`src/rtl/ctl_round.sv`:
```
// Duck-hunt round controller: sequences intro, duck flights, results and round advance/game over.
// All outputs registered (one cycle after the causing input); pause freezes state, no backpressure.
module ctl_round #(
    parameter int DUCKS_PER_ROUND = 10,
    parameter int SHOTS_PER_DUCK  = 3,
    parameter int PASS_HITS       = 6,
    parameter int INTRO_FRAMES    = 120,
    parameter int RESULT_FRAMES   = 60,
    parameter int TIMEOUT_FRAMES  = 300,
    parameter int SPD_W           = 5,
    parameter int BASE_SPEED      = 10,
    parameter int SPEED_STEP      = 1,
    parameter int MAX_ROUND       = 99
) (
    input  logic                                  clk,
    input  logic                                  rst,
    input  logic                                  new_frame,
    input  logic                                  start,
    input  logic                                  pause,
    input  logic                                  hit,
    input  logic                                  shot_fired,
    output logic                                  duck_respawn,
    output logic                                  duck_active,
    output logic                                  round_intro,
    output logic                                  game_over,
    output logic                                  no_ammo,
    output logic [$clog2(SHOTS_PER_DUCK+1)-1:0]   shots_left,
    output logic [$clog2(DUCKS_PER_ROUND+1)-1:0]  hits,
    output logic [6:0]                            round_num,
    output logic [SPD_W-1:0]                      h_speed
);

    localparam int SW   = $clog2(SHOTS_PER_DUCK + 1);
    localparam int HW   = $clog2(DUCKS_PER_ROUND + 1);
    localparam int FMAX0 = (INTRO_FRAMES > RESULT_FRAMES) ? INTRO_FRAMES : RESULT_FRAMES;
    localparam int FMAX  = (FMAX0 > TIMEOUT_FRAMES) ? FMAX0 : TIMEOUT_FRAMES;
    localparam int FW   = $clog2(FMAX + 1);

    typedef enum logic [2:0] {
        IDLE,
        INTRO,
        FLY,
        RESULT,
        ROUND_END,
        OVER
    } state_t;

    state_t          state, state_nxt;
    logic [FW-1:0]   frame_cnt, frame_nxt;
    logic [HW-1:0]   duck_cnt, duck_nxt, duck_inc;
    logic [SW-1:0]   shots_nxt;
    logic [HW-1:0]   hits_nxt;
    logic [6:0]      round_nxt;
    logic [SPD_W-1:0] speed_nxt;
    logic [SPD_W:0]  speed_sum;
    logic            respawn_nxt;
    logic            shot_ok;

    always_comb begin
        state_nxt   = state;
        frame_nxt   = frame_cnt;
        duck_nxt    = duck_cnt;
        shots_nxt   = shots_left;
        hits_nxt    = hits;
        round_nxt   = round_num;
        speed_nxt   = h_speed;
        respawn_nxt = 1'b0;
        duck_inc    = duck_cnt + HW'(1);
        speed_sum   = {1'b0, h_speed} + (SPD_W+1)'(SPEED_STEP);
        shot_ok     = shot_fired && (shots_left != '0);

        // Pause freezes everything, including the start pulse in IDLE/OVER.
        if (!pause) begin
            case (state)
                IDLE, OVER: begin
                    if (start) begin
                        state_nxt = INTRO;
                        round_nxt = 7'd1;
                        speed_nxt = SPD_W'(BASE_SPEED);
                        hits_nxt  = '0;
                        duck_nxt  = '0;
                        frame_nxt = '0;
                    end
                end
                INTRO: begin
                    if (new_frame) begin
                        if (frame_cnt == FW'(INTRO_FRAMES - 1)) begin
                            state_nxt   = FLY;
                            respawn_nxt = 1'b1;
                            shots_nxt   = SW'(SHOTS_PER_DUCK);
                            frame_nxt   = '0;
                        end else begin
                            frame_nxt = frame_cnt + FW'(1);
                        end
                    end
                end
                FLY: begin
                    if (shot_ok)
                        shots_nxt = shots_left - SW'(1);
                    // A hit wins over escape; an empty magazine escapes the cycle after it empties.
                    if (hit) begin
                        hits_nxt  = hits + HW'(1);
                        state_nxt = RESULT;
                        frame_nxt = '0;
                    end else if (shots_left == '0) begin
                        state_nxt = RESULT;
                        frame_nxt = '0;
                    end else if (new_frame) begin
                        if (frame_cnt == FW'(TIMEOUT_FRAMES - 1)) begin
                            state_nxt = RESULT;
                            frame_nxt = '0;
                        end else begin
                            frame_nxt = frame_cnt + FW'(1);
                        end
                    end
                end
                RESULT: begin
                    if (new_frame) begin
                        if (frame_cnt == FW'(RESULT_FRAMES - 1)) begin
                            frame_nxt = '0;
                            duck_nxt  = duck_inc;
                            if (duck_inc == HW'(DUCKS_PER_ROUND)) begin
                                state_nxt = ROUND_END;
                            end else begin
                                state_nxt   = FLY;
                                respawn_nxt = 1'b1;
                                shots_nxt   = SW'(SHOTS_PER_DUCK);
                            end
                        end else begin
                            frame_nxt = frame_cnt + FW'(1);
                        end
                    end
                end
                ROUND_END: begin
                    if (hits >= HW'(PASS_HITS)) begin
                        state_nxt = INTRO;
                        round_nxt = (round_num >= 7'(MAX_ROUND)) ? round_num : round_num + 7'd1;
                        speed_nxt = speed_sum[SPD_W] ? {SPD_W{1'b1}} : speed_sum[SPD_W-1:0];
                        hits_nxt  = '0;
                        duck_nxt  = '0;
                        frame_nxt = '0;
                    end else begin
                        state_nxt = OVER;
                    end
                end
                default: state_nxt = IDLE;
            endcase
        end
    end

    always_ff @(posedge clk) begin
        if (rst) begin
            state        <= IDLE;
            frame_cnt    <= '0;
            duck_cnt     <= '0;
            shots_left   <= '0;
            hits         <= '0;
            round_num    <= '0;
            h_speed      <= SPD_W'(BASE_SPEED);
            duck_respawn <= 1'b0;
            duck_active  <= 1'b0;
            round_intro  <= 1'b0;
            game_over    <= 1'b0;
            no_ammo      <= 1'b0;
        end else begin
            state        <= state_nxt;
            frame_cnt    <= frame_nxt;
            duck_cnt     <= duck_nxt;
            shots_left   <= shots_nxt;
            hits         <= hits_nxt;
            round_num    <= round_nxt;
            h_speed      <= speed_nxt;
            duck_respawn <= respawn_nxt;
            duck_active  <= (state_nxt == FLY);
            round_intro  <= (state_nxt == INTRO);
            game_over    <= (state_nxt == OVER);
            no_ammo      <= (state_nxt == FLY) && (shots_nxt == '0);
        end
    end

endmodule
```
`config.mk`:
```
export PLATFORM = sky130hd
export DESIGN_NAME = ctl_round
export DESIGN_NICKNAME = d
export VERILOG_FILES = /design/src/rtl/ctl_round.sv
export SDC_FILE = /design/constraint.sdc
export NUM_CORES = 1
export LEC_CHECK = 0
export CAP_MARGIN = 40
export CORE_MARGIN = 1
export CORE_UTILIZATION = 27
export CTS_BUF_LIST = sky130_fd_sc_hd__clkbuf_8
export CTS_CLUSTER_SIZE = 24
export DETAILED_ROUTE_END_ITERATION = 12
export HOLD_SLACK_MARGIN = 0.1
export PLACE_DENSITY_LB_ADDON = 0.05
export SYNTH_ARGS = -nofsm -noshare
export SYNTH_HDL_FRONTEND = slang
export SYNTH_SLANG_ARGS = --single-unit
export TNS_END_PERCENT = 1
```
`constraint.sdc`:
```
create_clock -name clk -period 2.3 [get_ports clk]
set_clock_uncertainty 0.2 [all_clocks]
set_input_delay 0.23 -clock clk [delete_from_list [all_inputs] [get_ports clk]]
set_output_delay 0.23 -clock clk [all_outputs]
set_load 0.01 [all_outputs]
```
Word level (Yosys, flattened, before mapping). Index checks and enable logic that the tools add are counted.

Bits in registers: 39. Bits of input ports: 7. Output and inout port bits: 23.

Add/sub/neg operators: 6. Magnitude comparators: 2. Eq/ne operators: 20. Multiplexer cells: 53. Bitwise operators: 1. Reductions and logical operators: 17.

Operator list (number): 9-bit two-way mux (10); 9-bit case mux with 5 select lines (1); 3-bit two-way mux (12); 4-bit case mux with 3 select lines (2); 7-bit two-way mux (3); 4-bit two-way mux (5); 5-bit two-way mux (3); 3-bit case mux with 5 select lines (1); 2-bit two-way mux (7); 2-bit != test, second input constant (7); 7-bit case mux with 2 select lines (1); 5-bit case mux with 2 select lines (1); 5-bit AND reduction (2); 9-bit by 1-bit adder with 9-bit output, second input constant (1); 3-bit by 2-bit equality test with 1-bit output, second input constant (3); 3-bit equality test, second input constant (3); 9-bit by 6-bit equality test with 1-bit output, second input constant (1); 9-bit by 7-bit equality test with 1-bit output, second input constant (1); 9-bit equality test, second input constant (1); 4-bit by 1-bit adder with 4-bit output, second input constant (2); 7-bit by 1-bit adder with 7-bit output, second input constant (1); 7-bit >= comparator, second input constant (1); 7-bit AND reduction (1); 5-bit by 1-bit adder with 6-bit output, second input constant (1); other kinds (18) (28).

Logic depth before layout (Yosys ltp). Gate-level depths: netlist of the first run.

Depth in word-level cells: 9. Depth in mapped cells: 9. Depth with buffers taken out: 8.

Worst setup path before layout of the first run. OpenSTA, ideal clock, no wires.

Kind: register -> register. Start point: reg round_num[0]. End point: reg round_num[6]. Library setup time: 0.069 ns. Data arrival time: 2.000 ns. Required time: 2.031 ns. Setup slack: 0.031 ns. Cell stages (with the launch flop): 8. Buffers on the path: 0. Clock period less this slack: 2.269 ns. Path through: dfxtp_1 ha_1 or4_1 o2111a_1 nor3_4 nand4_1 or3_1 o21ai_2.

Longest elaborated chain between the ends: 4. Elaborated cells between the ends (all ways): 7. Classes of those cells: add/sub: 1; order compare: 1; eq/ne: 1; mux: 3; reduce/logical: 1.

Ends and longest elaborated chain: start: declaration (RTL line 29) `output logic [6:0] round_num,`; start signal: assignment (RTL line 171) `round_num <= round_nxt;`; 7-bit by 1-bit adder with 7-bit output (RTL line 137) `round_nxt = (round_num >= 7'(MAX_ROUND)) ? round_num : round_num + 7'd1;`; 7-bit two-way mux (RTL line 137); 7-bit two-way mux (RTL line 135) `if (hits >= HW'(PASS_HITS)) begin`; 7-bit case mux with 2 select lines (RTL line 74) `case (state)`.

Parallel ways exist; a longest one is shown, timed or not. The select of a mux whose other input is x is not followed. A chain may end at the register's enable or synchronous reset.

Final worst setup path of the first run.
Start point: reg round_num[1]. End point: reg round_num[6].

The elaborated chain is that of the path after synthesis.

==> run metrics, run 1 <==
status=finished, final reports clean; Detailed Routing Iterations Pass 1=4; Static Leak=between 1 and 1.5 nW; DRT iter0 DRCs=71; Cell Count Post-Placement=approximately 460; Worst Setup Path Type=flop to flop; hold-fix buffer count after cts=0; cells along the critical path=ha_4 -> or4_4 -> o2111a_2 -> nor3_4 -> nand4_1 -> or3_1 -> o21ai_2; busiest layer in global routing=met2; Net count, final=about 380; total of endpoints with negative setup slack in the final report=0; total core area=a little under 8000 um2; fraction of the mapped netlist area in compound gates=0.1605; post-synthesis share of cell area spent on full adders, half adders and majority gates=0.04520; largest fanout on the critical path=4; met3 global-route usage=0.03284; fraction of final layout cells with drive strength greater than 1=0.2995; Max transition margin=0.6969; delay of the slowest critical-path stage=approximately 400 ps; Antenna Nets Post-Route=0; Worst-path clk slew=80 ps; Clock Tree Buf Depth=2; required time reported for the critical path endpoint=2330 ps; register-to-register path setup slack=roughly 11 ps; max capacitance violation total=0; area growth from synthesis to final layout=49.27%; total via count in the routed design=about 2200; Syn Std Cell Area=about 2200 um2; final critical path time including I/O delays and setup=between 2000 and 2500 ps; worst-path cell with the longest stage delay=sky130_fd_sc_hd__or4_4; count of standard-cell rows=32; number of inserted diodes=0; main area contributors after synthesis=sky130_fd_sc_hd__dfxtp_1, sky130_fd_sc_hd__nor2_1, sky130_fd_sc_hd__xnor2_1; mean post-synth cell area=8.112 um2; die height=about 93 um; fraction of the mapped netlist area in simple logic gates=0.3136; EDFF count, synth=0; hpwl dp=between 4000 and 5000 um; number of library cell types mapped by synthesis=57; M1 GR Usage=0.2133; CP startpoint kind=flop; IO Pins=30; first-pass GRT wire length=about 11000 um; floorplan die width=92.57 um; initial antenna violation count=0; worst-case hold slack=around 300 ps; pin count of the biggest net entering global routing=18; Initial Util=0.2822; leading cell types in the layout, fill and taps excluded=sky130_fd_sc_hd__buf_4, sky130_fd_sc_hd__nor2_1, sky130_fd_sc_hd__dfxtp_1; Most used DFF post-synth=sky130_fd_sc_hd__dfxtp_1; post-CTS setup buffers=0; number of cells in the finished layout apart from fillers=approximately 470; power density cells=roughly 440 nW/um2; type of the tightest min-delay check=flop to flop; count of endpoints failing hold in the final timing report=0; cell count after synthesis=273; Total Negative Setup Slacks=0 ps; maximum vdd ir drop=about 210 uV; post-synthesis mux area share=0.009040; dominant combinational cell family by area after synthesis=simple AND/OR/NAND/NOR gates; number of DRC violations after detailed routing=0; synth warn=0; via count normalized by instance count=roughly 4.8; WL per Instance=roughly 13 um; asr flop ratio synth=0; number of sinks handled by clock tree synthesis=39; GRT Residual Overflow=0; CTS Buf Count=5; number of synthesized register bits=39; H-Tree Depth=2; GRT Util Overall=0.1565; Root Driver=sky130_fd_sc_hd__clkbuf_8; highest attainable clock frequency=0.4368 GHz; final worst-path cycle share=0.9953; measured slew at the worst slew-check pin=454.7 ps; DIE AREA=between 8000 and 9000 um2; TritonCTS clock tree=built; share of synthesized area occupied by flip-flops and latches=0.3525; Final Slew Violations=0; most common cell after layout, fill and taps aside=sky130_fd_sc_hd__buf_4; Critical Path AT=around 2300 ps; post-synthesis share of cell area spent on xor and xnor gates=0.07119; Clk Latency, worst-skew pair=290 ps; cell taking the most area after synthesis=sky130_fd_sc_hd__dfxtp_1; number of buffers added on ports=29; Post-Syn Nets=approximately 290; RSZ-0062 raised after global routing=true; gpl congestion=~0.81; via count of the first global-routing pass=~2200; final wirelength=approximately 6100 um; fraction of synthesized cell area taken by the top area cell type=0.3525; CP Capture Type=flop; Global Route met2 Usage=0.2438
-- cell families after synthesis --
logic type	Yosys count
DFF	39
xor gates and xnor gates	18
muxes	2
and+or+nand+nor	128
adders and majority gates	8
AOI/OAI and AO/OA	51
buffers and inverters	27
-- stage by stage --
step / power (mW) / instance area, um2 / setup WS (ps) / utilization
after floorplan: 0.7813 / 2215 / 31.32 / -
after global placement: 0.8737 / 3074 / -165.7 / 0.3917
after detailed placement: 0.8730 / 3074 / -179.1 / 0.3917
after CTS: 1.472 / 3211 / -148.8 / 0.4091
after global routing: 1.529 / 3306 / -119.3 / 0.4212
final: 1.454 / 3306 / 10.70 / 0.4212
-- critical path: cells and delay by family (launching register included) --
| family | cells | cell delay, ps |
|---|---|---|
| flops | 1 | 340 |
| compound gates | 2 | 360 |
| simple gates | 4 | 1160 |
| fa+ha+maj | 1 | 160 |
-- report_power, final --
group	switching, mW	internal (mW)	leakage [nW]
clock network	0.265	0.323	0.0581
logic	0.0844	0.0882	0.871
registers	0.00912	0.685	0.318
total	0.358	1.10	1.25
-- timing repair --
item | 4_1_cts | 5_1_grt
gates cloned | 0 | 0
gates resized for setup | 4 | 24
endpoints found under the setup margin | 14 | 26
pin swaps | 1 | 12
-- layer usage --
layer	share of wire	routed length (um)
met1	0.52	3208
met2	0.43	2673
met3	0.030	182
met4	0.013	82
met5	0	0
-- synth_stat cells (5+ instances only) --
cell type	number
sky130_fd_sc_hd__a21oi_1	9
sky130_fd_sc_hd__inv_1	16
sky130_fd_sc_hd__nor2_1	37
sky130_fd_sc_hd__dfxtp_1	39
sky130_fd_sc_hd__xnor2_1	13
sky130_fd_sc_hd__clkbuf_1	7
sky130_fd_sc_hd__o21ai_0	11
sky130_fd_sc_hd__nor4_1	5
sky130_fd_sc_hd__ha_1	8
sky130_fd_sc_hd__nor3_1	12
sky130_fd_sc_hd__nand3_1	10
sky130_fd_sc_hd__xor2_1	5
sky130_fd_sc_hd__and2_1	5
sky130_fd_sc_hd__nand2_1	19
-- path summary, 6_finish.rpt --
kind,cells after the start,end,from
hold / removal,2,round_num[6]$_SDFFE_PP0P_,round_num[6]$_SDFFE_PP0P_
setup / recovery,7,round_num[6]$_SDFFE_PP0P_,round_num[1]$_SDFFE_PP0P_
setup reg to reg,7,round_num[6]$_SDFFE_PP0P_,round_num[1]$_SDFFE_PP0P_
hold reg to reg,2,round_num[6]$_SDFFE_PP0P_,round_num[6]$_SDFFE_PP0P_
-- final cells by class --
cell class	instances	area (um2)
timing repair buffer	94	778.2
inverter	16	60.06
fill	837	4542
multi-input combinational	207	1439
sequential	39	788.3
tap	102	127.6
clock inverter	3	43.79
clock buffer	5	68.82
-- state kept, by name, summed over array words and instances (netlist names) --
register	flops
round_num	7
hits	4
duck_cnt	4
shots_left	2
h_speed	5
state	3
no_ammo	1
duck_respawn	1
duck_active	1
frame_cnt	9
round_intro	1
game_over	1
(Power assumes the default switching activity.)
==> run 2, diff against run 1 <==
--- a/config.mk
+++ b/config.mk
@@ -11,6 +11,7 @@
 export CTS_BUF_LIST = sky130_fd_sc_hd__clkbuf_8
 export CTS_CLUSTER_SIZE = 24
 export DETAILED_ROUTE_END_ITERATION = 12
+export GPL_TIMING_DRIVEN = 1
 export HOLD_SLACK_MARGIN = 0.1
 export PLACE_DENSITY_LB_ADDON = 0.05
 export SYNTH_ARGS = -nofsm -noshare
==> results of run 2 <==
Final layout, timing and power as in run 1 (identical DEF).
==> run 3, diff against run 2 <==
--- a/config.mk
+++ b/config.mk
@@ -7,7 +7,7 @@
 export LEC_CHECK = 0
 export CAP_MARGIN = 40
 export CORE_MARGIN = 1
-export CORE_UTILIZATION = 27
+export CORE_UTILIZATION = 51
 export CTS_BUF_LIST = sky130_fd_sc_hd__clkbuf_8
 export CTS_CLUSTER_SIZE = 24
 export DETAILED_ROUTE_END_ITERATION = 12
==> run 3 against run 2 <==
  * The flow now finishes with violations (setup timing)
  * Critical path type unchanged
  * Register-to-register slack lost 60 ps
  * Critical path depth grew 1
  * Via count down 2.2%
  * Setup slack got worse by 55 ps
  * Largest cell class unchanged
  * Sequential share of layout area is 2.0 points higher
==> run metrics, run 3 (synthesis gave the netlist of run 1 again) <==
DIE AREA=between 4000 and 5000 um2; largest fanout on the critical path=5; Cell Count Post-Placement=between 300 and 400; max capacitance violation total=0; CP startpoint kind=flop; number of DRC violations after detailed routing=0; Non-Filler Cell Area, Final=3040 um2; Initial Util=0.5419; total core area=between 4000 and 5000 um2; violated checks=setup timing; WL per Instance=around 14 um; switching power as a share of total power=0.2284; Final Slew Violations=0; status=complete, but fails checks; Clock Tree Buf Depth=2; floorplan die width=slightly below 70 um; GRT Residual Overflow=0; worst-case hold slack=approximately 290 ps; number of inserted diodes=0; final wirelength=roughly 5500 um; Critical Path AT=roughly 2300 ps; area growth from synthesis to final layout=37.29%; worst slack after detailed placement=-157.7 ps; IO Pins=30; Detailed Routing Iterations Pass 1=4; hold-fix buffer count after cts=0; TritonCTS clock tree=built; Most flops, register=frame_cnt; Root Driver=sky130_fd_sc_hd__clkbuf_8; measured slew at the worst slew-check pin=425.1 ps; final critical path time including I/O delays and setup=2344 ps; maximum vdd ir drop=483.6 uV; Antenna Nets Post-Route=0; CP Capture Type=flop; final worst-path cycle share=1.019; internal power=1.109 mW; via count of the first global-routing pass=approximately 1900; Static Leak=~1.1 nW; Total Negative Setup Slacks=-59.35 ps; pin count of the biggest net entering global routing=20; GRT Util Overall=0.2485; Layout Utilization=0.7440; total power after layout=roughly 1.4 mW; number of flip-flops under the largest register name=9; power density cells=472.8 nW/um2; gpl congestion=0.8498; total via count in the routed design=between 2000 and 2500; DRT iter0 DRCs=~110; power share of the sequential group=0.483; Worst-path clk slew=roughly 80 ps; H-Tree Depth=2; total of endpoints with negative setup slack in the final report=2; number of sinks handled by clock tree synthesis=39; RSZ-0062 raised after global routing=true; Net count, final=350; leading cell types in the layout, fill and taps excluded=sky130_fd_sc_hd__nor2_1, sky130_fd_sc_hd__dfxtp_1, sky130_fd_sc_hd__buf_4; initial antenna violation count=0; most common cell after layout, fill and taps aside=sky130_fd_sc_hd__nor2_1; fraction of power consumed by combinational cells=0.105; die height=67.90 um; Area after DPL=roughly 2800 um2; via count normalized by instance count=~5.6; type of the tightest min-delay check=flop to flop; Clk Latency, worst-skew pair=around 290 ps; Worst Setup Path Type=flop to flop; highest attainable clock frequency=roughly 0.43 GHz; hpwl dp=between 3000 and 4000 um; first-pass GRT wire length=approximately 8600 um; Max transition margin=0.7166; registers with the most flip-flops=frame_cnt x9, round_num x7, h_speed x5; required time reported for the critical path endpoint=2280 ps; CTS Buf Count=5; count of standard-cell rows=23; number of buffers added on ports=29; clock network fraction of total power=0.412; net switching component of the power=approximately 330 uW; fraction of final layout cells with drive strength greater than 1=0.2321; count of endpoints failing hold in the final timing report=0; number of cells in the finished layout apart from fillers=a little under 400; final worst slack=-44.35 ps
run 3: layout make-up:
class | instances | area (um2)
Clock buffer | 6 | 82.58
Sequential cell | 39 | 785.8
Inverter | 16 | 60.06
Multi-Input combinational cell | 207 | 1430
Tap cell | 50 | 62.56
Fill cell | 321 | 1046
Clock inverter | 2 | 35.03
Timing Repair Buffer | 66 | 584.3
run 3: final timing paths:
path                                                start                         to  slack (ps)  cells past startpoint
worst max register to register  round_num[0]$_SDFFE_PP0P_  round_num[1]$_SDFFE_PP0P_         -40                      8
worst min-delay path            round_num[6]$_SDFFE_PP0P_  round_num[6]$_SDFFE_PP0P_         290                      2
worst max-delay path            round_num[0]$_SDFFE_PP0P_  round_num[1]$_SDFFE_PP0P_         -40                      8
worst min register to register  round_num[6]$_SDFFE_PP0P_  round_num[6]$_SDFFE_PP0P_         290                      2
run 3: worst max-delay path: stages (launching register included):
cell and delay, ps:
sky130_fd_sc_hd__dfxtp_2 340, sky130_fd_sc_hd__ha_4 160, sky130_fd_sc_hd__or4_4 410, sky130_fd_sc_hd__o2111a_1 290, sky130_fd_sc_hd__nor3_4 280, sky130_fd_sc_hd__buf_4 160
sky130_fd_sc_hd__and2b_2 200, sky130_fd_sc_hd__a31oi_1 140, sky130_fd_sc_hd__nor2_1 50
run 3: power groups by stage:
stage | Combinational, mW | Clock (mW) | Sequential [mW]
after global routing | 0.164 | 0.632 | 0.696
after detailed placement | 0.141 | 0 | 0.708
after CTS | 0.145 | 0.605 | 0.693
after global placement | 0.139 | 0 | 0.708
after floorplan | 0.0714 | 0 | 0.710
final | 0.151 | 0.593 | 0.694
run 3: metal layers:
layer,GRT usage,vias up,share of wire
met3,0.06833,4,0.058
met1,0.3429,1010,0.50
met5,0,-,0
met2,0.3762,72,0.44
met4,0.07292,0,0.0073
li1,-,1091,-
run 3: repair_timing:
item,4_1_cts,5_1_grt
gates resized for setup,11,13
endpoints found under the hold margin,0,0
buffers inserted,0,2
endpoints found under the setup margin,13,10
pin swaps,2,7
